--- src/rtl/mips_pkg.sv ---
// Shared definitions for the instruction-memory side of the core: memory size,
// end-of-program marker and the program loader's state encoding.
package mips_pkg;

    // Shared with the instruction memory and the PC wrap logic.
    localparam int          INSMEM_BYTES     = 256;
    localparam int          INSMEM_ADDR_W    = $clog2(INSMEM_BYTES);
    localparam logic [31:0] LOADER_HALT_WORD = 32'hFFFF_FFFF;

    typedef enum logic [2:0] {
        ST_IDLE  = 3'd0,
        ST_RECV  = 3'd1,
        ST_WRITE = 3'd2,
        ST_CHK   = 3'd3,
        ST_DONE  = 3'd4
    } loader_state_t;

endpackage

--- src/rtl/insmem_loader_if.sv ---
// Loader bus: UART byte stream and debug start in, memory write port and status out.
// master = debug unit / UART / memory side, slave = the loader.
interface insmem_loader_if #(
    parameter int ADDR_W = 8
);
    logic              start;
    logic [7:0]        rx_data;
    logic              rx_valid;
    logic              write_en;
    logic [31:0]       data;
    logic [ADDR_W-1:0] addr_wr;
    logic              busy;
    logic              done;
    logic              full;
    logic              chk_err;

    modport master (
        output start, rx_data, rx_valid,
        input  write_en, data, addr_wr, busy, done, full, chk_err
    );

    modport slave (
        input  start, rx_data, rx_valid,
        output write_en, data, addr_wr, busy, done, full, chk_err
    );
endinterface

--- src/rtl/insmem_loader_word_assembler.sv ---
// Packs accepted bytes little-endian into a 32-bit word; o_word_ready flags the
// cycle in which the 4th byte is on i_rx_data, with the complete word on o_word.
module word_assembler (
    input  logic        clk,
    input  logic        reset,
    input  logic        i_clear,
    input  logic        i_enable,
    input  logic        i_rx_valid,
    input  logic [7:0]  i_rx_data,
    output logic [31:0] o_word,
    output logic        o_word_ready
);
    logic [23:0] r_lanes;
    logic [1:0]  r_byte_cnt;
    logic        w_take;

    assign w_take       = i_enable && i_rx_valid;
    assign o_word_ready = w_take && (r_byte_cnt == 2'd3);
    assign o_word       = {i_rx_data, r_lanes};

    // NOTE: sequential state uses <= only, so every register samples pre-edge values.
    always_ff @(posedge clk) begin
        if (reset || i_clear) begin
            r_lanes    <= '0;
            r_byte_cnt <= '0;
        end else if (w_take) begin
            case (r_byte_cnt)
                2'd0:    r_lanes[7:0]   <= i_rx_data;
                2'd1:    r_lanes[15:8]  <= i_rx_data;
                2'd2:    r_lanes[23:16] <= i_rx_data;
                default: ;
            endcase
            r_byte_cnt <= r_byte_cnt + 2'd1;
        end
    end
endmodule

--- src/rtl/insmem_loader.sv ---
// Program loader: UART bytes -> 32-bit words -> instruction memory write port.
// Optional trailing XOR checksum byte enabled by defining LOADER_CHECKSUM_EN.
module insmem_loader
    import mips_pkg::*;
#(
    parameter int          MEM_BYTES = INSMEM_BYTES,
    parameter int          ADDR_W    = INSMEM_ADDR_W,
    parameter logic [31:0] HALT_WORD = LOADER_HALT_WORD
) (
    input  logic           clk,
    input  logic           reset,
    insmem_loader_if.slave bus
);
    localparam logic [ADDR_W-1:0] LAST_ADDR = ADDR_W'(MEM_BYTES - 4);

    loader_state_t     r_state;
    logic              r_write_en;
    logic [31:0]       r_data;
    logic [ADDR_W-1:0] r_addr;
    logic              r_busy;
    logic              r_done;
    logic              r_full;

    logic              w_start;
    logic              w_accept;
    logic [31:0]       w_word;
    logic              w_word_ready;

    assign w_start  = bus.start && (r_state == ST_IDLE || r_state == ST_DONE);
    // A byte landing in the WRITE cycle already belongs to the next word.
    assign w_accept = (r_state == ST_RECV) || (r_state == ST_WRITE);

    word_assembler u_asm (
        .clk          (clk),
        .reset        (reset),
        .i_clear      (w_start),
        .i_enable     (w_accept),
        .i_rx_valid   (bus.rx_valid),
        .i_rx_data    (bus.rx_data),
        .o_word       (w_word),
        .o_word_ready (w_word_ready)
    );

    always_ff @(posedge clk) begin
        if (reset) begin
            r_state    <= ST_IDLE;
            r_write_en <= 1'b0;
            r_data     <= '0;
            r_addr     <= '0;
            r_busy     <= 1'b0;
            r_done     <= 1'b0;
            r_full     <= 1'b0;
        end else begin
            r_write_en <= 1'b0;
            case (r_state)
                ST_IDLE, ST_DONE: begin
                    if (bus.start) begin
                        r_state <= ST_RECV;
                        r_addr  <= '0;
                        r_busy  <= 1'b1;
                        r_done  <= 1'b0;
                        r_full  <= 1'b0;
                    end
                end
                ST_RECV: begin
                    if (w_word_ready) begin
                        r_data     <= w_word;
                        r_write_en <= 1'b1;
                        r_state    <= ST_WRITE;
                    end
                end
                ST_WRITE: begin
                    if (r_data == HALT_WORD) begin
`ifdef LOADER_CHECKSUM_EN
                        r_state <= ST_CHK;
`else
                        r_state <= ST_DONE;
                        r_busy  <= 1'b0;
                        r_done  <= 1'b1;
`endif
                    end else if (r_addr == LAST_ADDR) begin
                        r_state <= ST_DONE;
                        r_busy  <= 1'b0;
                        r_done  <= 1'b1;
                        r_full  <= 1'b1;
                    end else begin
                        r_addr  <= r_addr + ADDR_W'(4);
                        r_state <= ST_RECV;
                    end
                end
                ST_CHK: begin
                    if (bus.rx_valid) begin
                        r_state <= ST_DONE;
                        r_busy  <= 1'b0;
                        r_done  <= 1'b1;
                    end
                end
                default: r_state <= ST_IDLE;
            endcase
        end
    end

`ifdef LOADER_CHECKSUM_EN
    logic [7:0] r_csum;
    logic       r_chk_err;

    always_ff @(posedge clk) begin
        if (reset || w_start) begin
            r_csum    <= '0;
            r_chk_err <= 1'b0;
        end else if (w_accept && bus.rx_valid) begin
            r_csum <= r_csum ^ bus.rx_data;
        end else if (r_state == ST_CHK && bus.rx_valid) begin
            r_chk_err <= (bus.rx_data != r_csum);
        end
    end

    assign bus.chk_err = r_chk_err;
`else
    assign bus.chk_err = 1'b0;
`endif

    assign bus.write_en = r_write_en;
    assign bus.data     = r_data;
    assign bus.addr_wr  = r_addr;
    assign bus.busy     = r_busy;
    assign bus.done     = r_done;
    assign bus.full     = r_full;
endmodule

--- src/flat_wrapper.sv ---
// flat-port wrapper written by rule: the top's interface ports become plain ports
module insmem_loader_flat import mips_pkg::*;
#(
    parameter int          MEM_BYTES = INSMEM_BYTES,
    parameter int          ADDR_W    = INSMEM_ADDR_W,
    parameter logic [31:0] HALT_WORD = LOADER_HALT_WORD
)
  (clk, reset, bus_start, bus_rx_data, bus_rx_valid, bus_write_en, bus_data, bus_addr_wr, bus_busy, bus_done, bus_full, bus_chk_err);
  insmem_loader_if #(.ADDR_W(ADDR_W)) bus_i ();
  input  logic clk;
  input  logic reset;
  input wire logic [$bits(bus_i.start)-1:0] bus_start;
  input wire logic [$bits(bus_i.rx_data)-1:0] bus_rx_data;
  input wire logic [$bits(bus_i.rx_valid)-1:0] bus_rx_valid;
  output wire logic [$bits(bus_i.write_en)-1:0] bus_write_en;
  output wire logic [$bits(bus_i.data)-1:0] bus_data;
  output wire logic [$bits(bus_i.addr_wr)-1:0] bus_addr_wr;
  output wire logic [$bits(bus_i.busy)-1:0] bus_busy;
  output wire logic [$bits(bus_i.done)-1:0] bus_done;
  output wire logic [$bits(bus_i.full)-1:0] bus_full;
  output wire logic [$bits(bus_i.chk_err)-1:0] bus_chk_err;
  assign bus_i.start = bus_start;
  assign bus_i.rx_data = bus_rx_data;
  assign bus_i.rx_valid = bus_rx_valid;
  assign bus_write_en = bus_i.write_en;
  assign bus_data = bus_i.data;
  assign bus_addr_wr = bus_i.addr_wr;
  assign bus_busy = bus_i.busy;
  assign bus_done = bus_i.done;
  assign bus_full = bus_i.full;
  assign bus_chk_err = bus_i.chk_err;
  insmem_loader #(.MEM_BYTES(MEM_BYTES), .ADDR_W(ADDR_W), .HALT_WORD(HALT_WORD)) u_core (.clk(clk), .reset(reset), .bus(bus_i));
endmodule
--- config.mk ---
export PLATFORM = sky130hd
export DESIGN_NAME = insmem_loader_flat
export DESIGN_NICKNAME = d
export VERILOG_FILES = /design/src/rtl/mips_pkg.sv /design/src/rtl/insmem_loader_if.sv /design/src/rtl/insmem_loader_word_assembler.sv /design/src/rtl/insmem_loader.sv /design/src/flat_wrapper.sv
export SDC_FILE = /design/constraint.sdc
export NUM_CORES = 1
export LEC_CHECK = 0
export ABC_AREA = 1
export CAP_MARGIN = 25
export CORE_UTILIZATION = 30
export CTS_CLUSTER_SIZE = 10
export DETAILED_ROUTE_END_ITERATION = 7
export GPL_TIMING_DRIVEN = 0
export PLACE_DENSITY_LB_ADDON = 0.12
export RECOVER_POWER = 25
export SLEW_MARGIN = 10
export SYNTH_ARGS = -nofsm -noshare
export SYNTH_HDL_FRONTEND = slang
export SYNTH_HIERARCHICAL = 1
export SYNTH_SLANG_ARGS = --single-unit
--- constraint.sdc ---
create_clock -name clk -period 2.1 [get_ports clk]
set_clock_uncertainty 0.2 [all_clocks]
set_input_delay 0.42 -clock clk [delete_from_list [all_inputs] [get_ports clk]]
set_output_delay 0.42 -clock clk [all_outputs]
set_load 0.05 [all_outputs]
# After elaboration in Yosys (flattened, before gate mapping)
# Index checks and enable logic that the tools add are counted.
# word_totals
word_cells	73
reg_bits	73
out_inout_bits	45
in_bits	12
# classes
n_mux	23
n_reduce_logical	20
bitwise	1
n_eq_ne	16
add_sub_neg	2
# op_table
cell	n
$eq 32x32->1 const B	1
$mux 8	3
$pmux 8 s2	1
$mux 3	5
$ne 2x2->1 const B	6
$pmux 3 s4	1
$reduce_and 4->1	3
$mux 1	10
$add 8x3->8 const B	1
$eq 8x8->1 const B	1
$reduce_and 2->1	4
$eq 3x2->1 const B	2
$pmux 1 s3	2
$eq 2x2->1 const B	2
$reduce_or 2->1	2
$eq 3x1->1 const B	1
$eq 3x3->1 const B	1
$logic_and 1x1->1	3
$logic_not 3->1	1
$logic_or 1x1->1	3
$ne 3x3->1 const B	1
$reduce_and 3->1	1
$reduce_bool 3->1	1
$add 2x1->2 const B	1
other kinds (5)	5

# Depth between registers and ports, before layout
# logic_depth
depth_word	6
depth_mapped	11
ltp_nobuf	10

# Hierarchy
# The synthesis kept the hierarchy.
# modules_own_cells
mod	seq_area_each_um2	n_inst	area_per_inst_um2	cells_each
insmem_loader	900.9	1	2044.5	269
word_assembler	520.5	1	1182.4	179

# Least setup slack after synthesis
# No wires, ideal clock.
# synth_timing
path_type	reg2reg
from	register u_core.r_state[2]
to	register u_core.r_data[0] (netlist: u_core/bus.data[0])
path_buffers	2
period_less_slack_ps	2134
t_required_ps	1828
setup_slack_ps	-34
setup_ps	72
stages_incl_launch_ff	10
arrival_time_ps	1862
cell_sequence	dfxtp_1 -> nor3_4 -> inv_1 -> nand2_1 -> nand2_1 -> nor2_1 -> buf_1 -> clkbuf_1 -> nand3_1 -> a21oi_1
# synth_between
elab_chain_len	5
word_cells_on_any_way	6
cone_classes	eq/ne (2); reduce/logical (4)
# synth_rtl
item	line_no	source
start: declaration	insmem_loader.sv:16	loader_state_t r_state;
start signal: assignment	insmem_loader.sv:46	r_state <= ST_IDLE;
start signal: assignment	insmem_loader.sv:58	r_state <= ST_RECV;
start signal: assignment	insmem_loader.sv:69	r_state <= ST_WRITE;
$eq 3x1->1 / $eq 3x2->1 (equally long branches)	insmem_loader.sv:31	assign w_accept = (r_state == ST_RECV) || (r_state == ST_WRITE);
$logic_or 1x1->1 (*)	insmem_loader.sv:31	
net u_core.w_accept	insmem_loader.sv:25	logic w_accept;
$logic_and 1x1->1 (*)	insmem_loader_word_assembler.sv:17	assign w_take = i_enable && i_rx_valid;
$logic_and 1x1->1 (*)	insmem_loader_word_assembler.sv:18	assign o_word_ready = w_take && (r_byte_cnt == 2'd3);
net u_core.w_word_ready	insmem_loader.sv:27	logic w_word_ready;
$reduce_and 2->1 (no source line) (*)	--	
end signal: assignment	insmem_loader.sv:67	r_data <= w_word;
end: declaration	insmem_loader.sv:18	logic [31:0] r_data;
# Mark *: on every way through the listed nets, which the timed path passes. The rest lies on a longest branch.
# A chain may end at the register's enable or synchronous reset.

# Worst setup path after layout
# layout_timing
from	register u_core.r_addr[2] (netlist: u_core/bus.addr_wr[2])
to	output port bus_addr_wr[2]
# layout_lines
item	line_no	source
start: declaration	insmem_loader.sv:19	logic [ADDR_W-1:0] r_addr;
start signal: assignment	insmem_loader.sv:87	r_addr <= r_addr + ADDR_W'(4);
end: declaration	flat_wrapper.sv:17	output wire logic [$bits(bus_i.addr_wr)-1:0] bus_addr_wr;
# No word-level cell between the ends.

==> flow_summary.toml <==
[die]
core_um2 = 10400
die_y_um = 106
dieArea_um2 = 11200
ios = 57
die_x_um = 106
start_util = 0.311
rows = 37

[clock_tree]
clkSinkCount = 71
htreeDepth = 3
clkLatencyLatePin_ns = 0.34
cts.clk_slew.worst_paths_ns = 0.08
cts_buffer_depth = 2
cts-buffers-inserted = 9
clock-root-buffer = "clkbuf_8"
hold_buffers = 0
cts_tree = "yes"

[power_and_ir_drop]
combPwrFrac = 0.073
seqPwrFrac = 0.443
power_switching_mw = 0.684
p_leak_nw = 1.93
clkPwrFrac = 0.485
swShare = 0.221
irDropWorstVdd_mv = 0.350
power.internal_mw = 2.41
power_density_nw_per_um2 = 739
total_power_mw = 3.10

[synthesis]
synth_xor_area_frac = 0
ys_seq_area_frac = 0.440
synth_edf_count = 0
syn_inst = 448
synthArstFlopShare = 0
synth_fa_ha_area_frac = 0.0233
synth_common_cells = "nand2_1, dfxtp_1, nor2_1, nand3_1, inv_1"
yosys-top-cells-area = "dfxtp_1, nand2_1, nor2_1, nand3_1, a21oi_1"
yosys_warnings = 6
synth_top_flop_cell = "dfxtp_1"
synth_top_area_share = 0.440
synth.most_common_cell = "nand2_1"
synth_top_family_by_area = "simple AND/OR/NAND/NOR gates"
ys_ff_latch = 71
synth_compound_area_frac = 0.0907
synthSimpleGateAreaFrac = 0.328
synth_top_area_cell = "dfxtp_1"
synth_cell_types = 31
synth_mux_area_frac = 0
avgSynthCellArea_um2 = 7.20
synth_area_um2 = 3230

[grt]
grt_pass1_vias = 2648
gr-total-overflow = 0
antenna_found_initial = 0
grtUsageTotal = 0.156
grt_pass1_wl_mm = 13.4
grt_start_max_net_pins = 13

[detailed_routing]
drc = 0
routed_wl_mm = 8.21
via_per_inst = 4.34
drtAntennaViolNets = 0
via_count = 2855
drtPass1Iterations = 5
wl_per_cell_um = 12.5
drt_iter0_markers = 88

[critical_path]
cp-start-kind = "flip-flop"
cp_top_family = "buffers and inverters"
worstPathArrival_ns = 1.34
worstRegToRegCells = 10
crit_required_ns = 1.48
crit_type = "flip-flop to output pin"
cp_max_fo = 6
critPathBufInv = 1
end_kind = "output pin"
crit_cells = 1
crit_slowest_cell = "dlygate4sd2_1"
crit_chain = "dlygate4sd2_1"
slowest_delay_ns = 0.56

[timing]
period_needed_ns = 1.96
finalSetupViolCount = 0
rsz0062_at_grt = "no"
setup-tns-final_ns = 0
finalHoldViolCount = 0
fin_ws_ns = 0.141
worst_pin_slew_ns = 0.641
period_share = 0.933
max_freq_mhz = 511
slew_headroom = 0.573
slew_viol_final = 0

[min_path]
hold_path.class = "flip-flop to flip-flop"
holdPathStages = 2

[placement]
pre_cts_ws_ns = -0.656
portBuffers = 53
hpwl_mm = 6.00
gp_congestion = 0.795

[run]
maxCapViolCount = 0

[cells_and_area]
nets = 535
diodes = 0
drive_above_1_share = 0.125
syn_to_final_growth_pct = 29.9

[outcome]
status = "complete, no violations"
[cell type report]
class	count	area, µm²
inverter	42	158
fill	1137	6180
multi-input combinational	306	1430
buffer	31	231
sequential	71	1420
clock buffer	11	151
clock inverter	5	128
tap	136	170
timing repair buffer	56	495
[power by group through the flow]
stage	sequential, mW	combinational (mW)	clock, mW
after floorplan	1.42	0.136	0
after global placement	1.40	0.225	0
after detailed placement	1.40	0.227	0
after CTS	1.37	0.228	1.54
after global routing	1.37	0.248	1.61
final	1.37	0.225	1.50
[stage by stage]
step           hold WS, ns  cell area, µm²  utilization  std cells
3_5_place_dp         0.258            3940        0.380        639
4_1_cts              0.267            4180        0.403        656
3_3_place_gp         0.255            3940        0.380        639
6_report             0.267            4190        0.404        658
5_1_grt              0.302            4190        0.404        658
2_1_floorplan        0.261            3240            -        450
[worst paths after layout]
kind                                      start                                to  slack (ns)
max          u_core/bus.addr_wr[2]$_SDFFE_PP0P_                    bus_addr_wr[2]        0.14
min                u_core/bus.full$_SDFFE_PP0P_      u_core/bus.full$_SDFFE_PP0P_        0.27
max reg2reg      u_core/r_state[0]$_SDFFE_PP0P_  u_core/bus.data[15]$_SDFFE_PP0P_        0.17
min reg2reg        u_core/bus.full$_SDFFE_PP0P_      u_core/bus.full$_SDFFE_PP0P_        0.27
[cell usage in the layout (no fill, tap or decap), types with 5 or more instances in the layout]
cell and n:
buf_4 18, clkbuf_8 12, nand2_1 116, ha_1 6, inv_1 40, nor2_1 71, o21ai_0 8, clkdlybuf4s50_1 10
nand3_1 42, a21oi_1 38, dlygate4sd2_1 41, dfxtp_1 70, buf_6 5
[kinds of logic after synthesis]
logic type / count (synthesis)
DFF: 71
AOI/OAI and AO/OA: 53
adders and majority gates: 6
other: 1
buffers and inverters: 73
and+or+nand+nor: 244
[timing repair]
item / 4_1_cts / 5_1_grt
setup endpoints to repair: 93 / 38
pin swaps: 1 / 0
resized for setup: 46 / 9
buffers inserted: 1 / 2
[flip-flops by register name, indices dropped and copies added, names as in the netlist]
name / count
u_core/bus.addr_wr: 6
u_core/bus.busy: 1
u_core/bus.data: 32
u_core/bus.done: 1
u_core/bus.full: 1
u_core/bus.write_en: 1
u_core/r_state: 3
u_core/u_asm/r_byte_cnt: 2
u_core/u_asm/r_lanes: 24
[layer usage]
| metal | share of wire | GRT usage | wire (µm) |
|---|---|---|---|
| met1 | 0.50 | 0.212 | 4130 |
| met2 | 0.45 | 0.238 | 3720 |
| met3 | 0.039 | 0.0414 | 322 |
| met4 | 0.0051 | 0.0536 | 42 |
| met5 | 0 | 0 | 0 |
(Power assumes the default switching activity.)
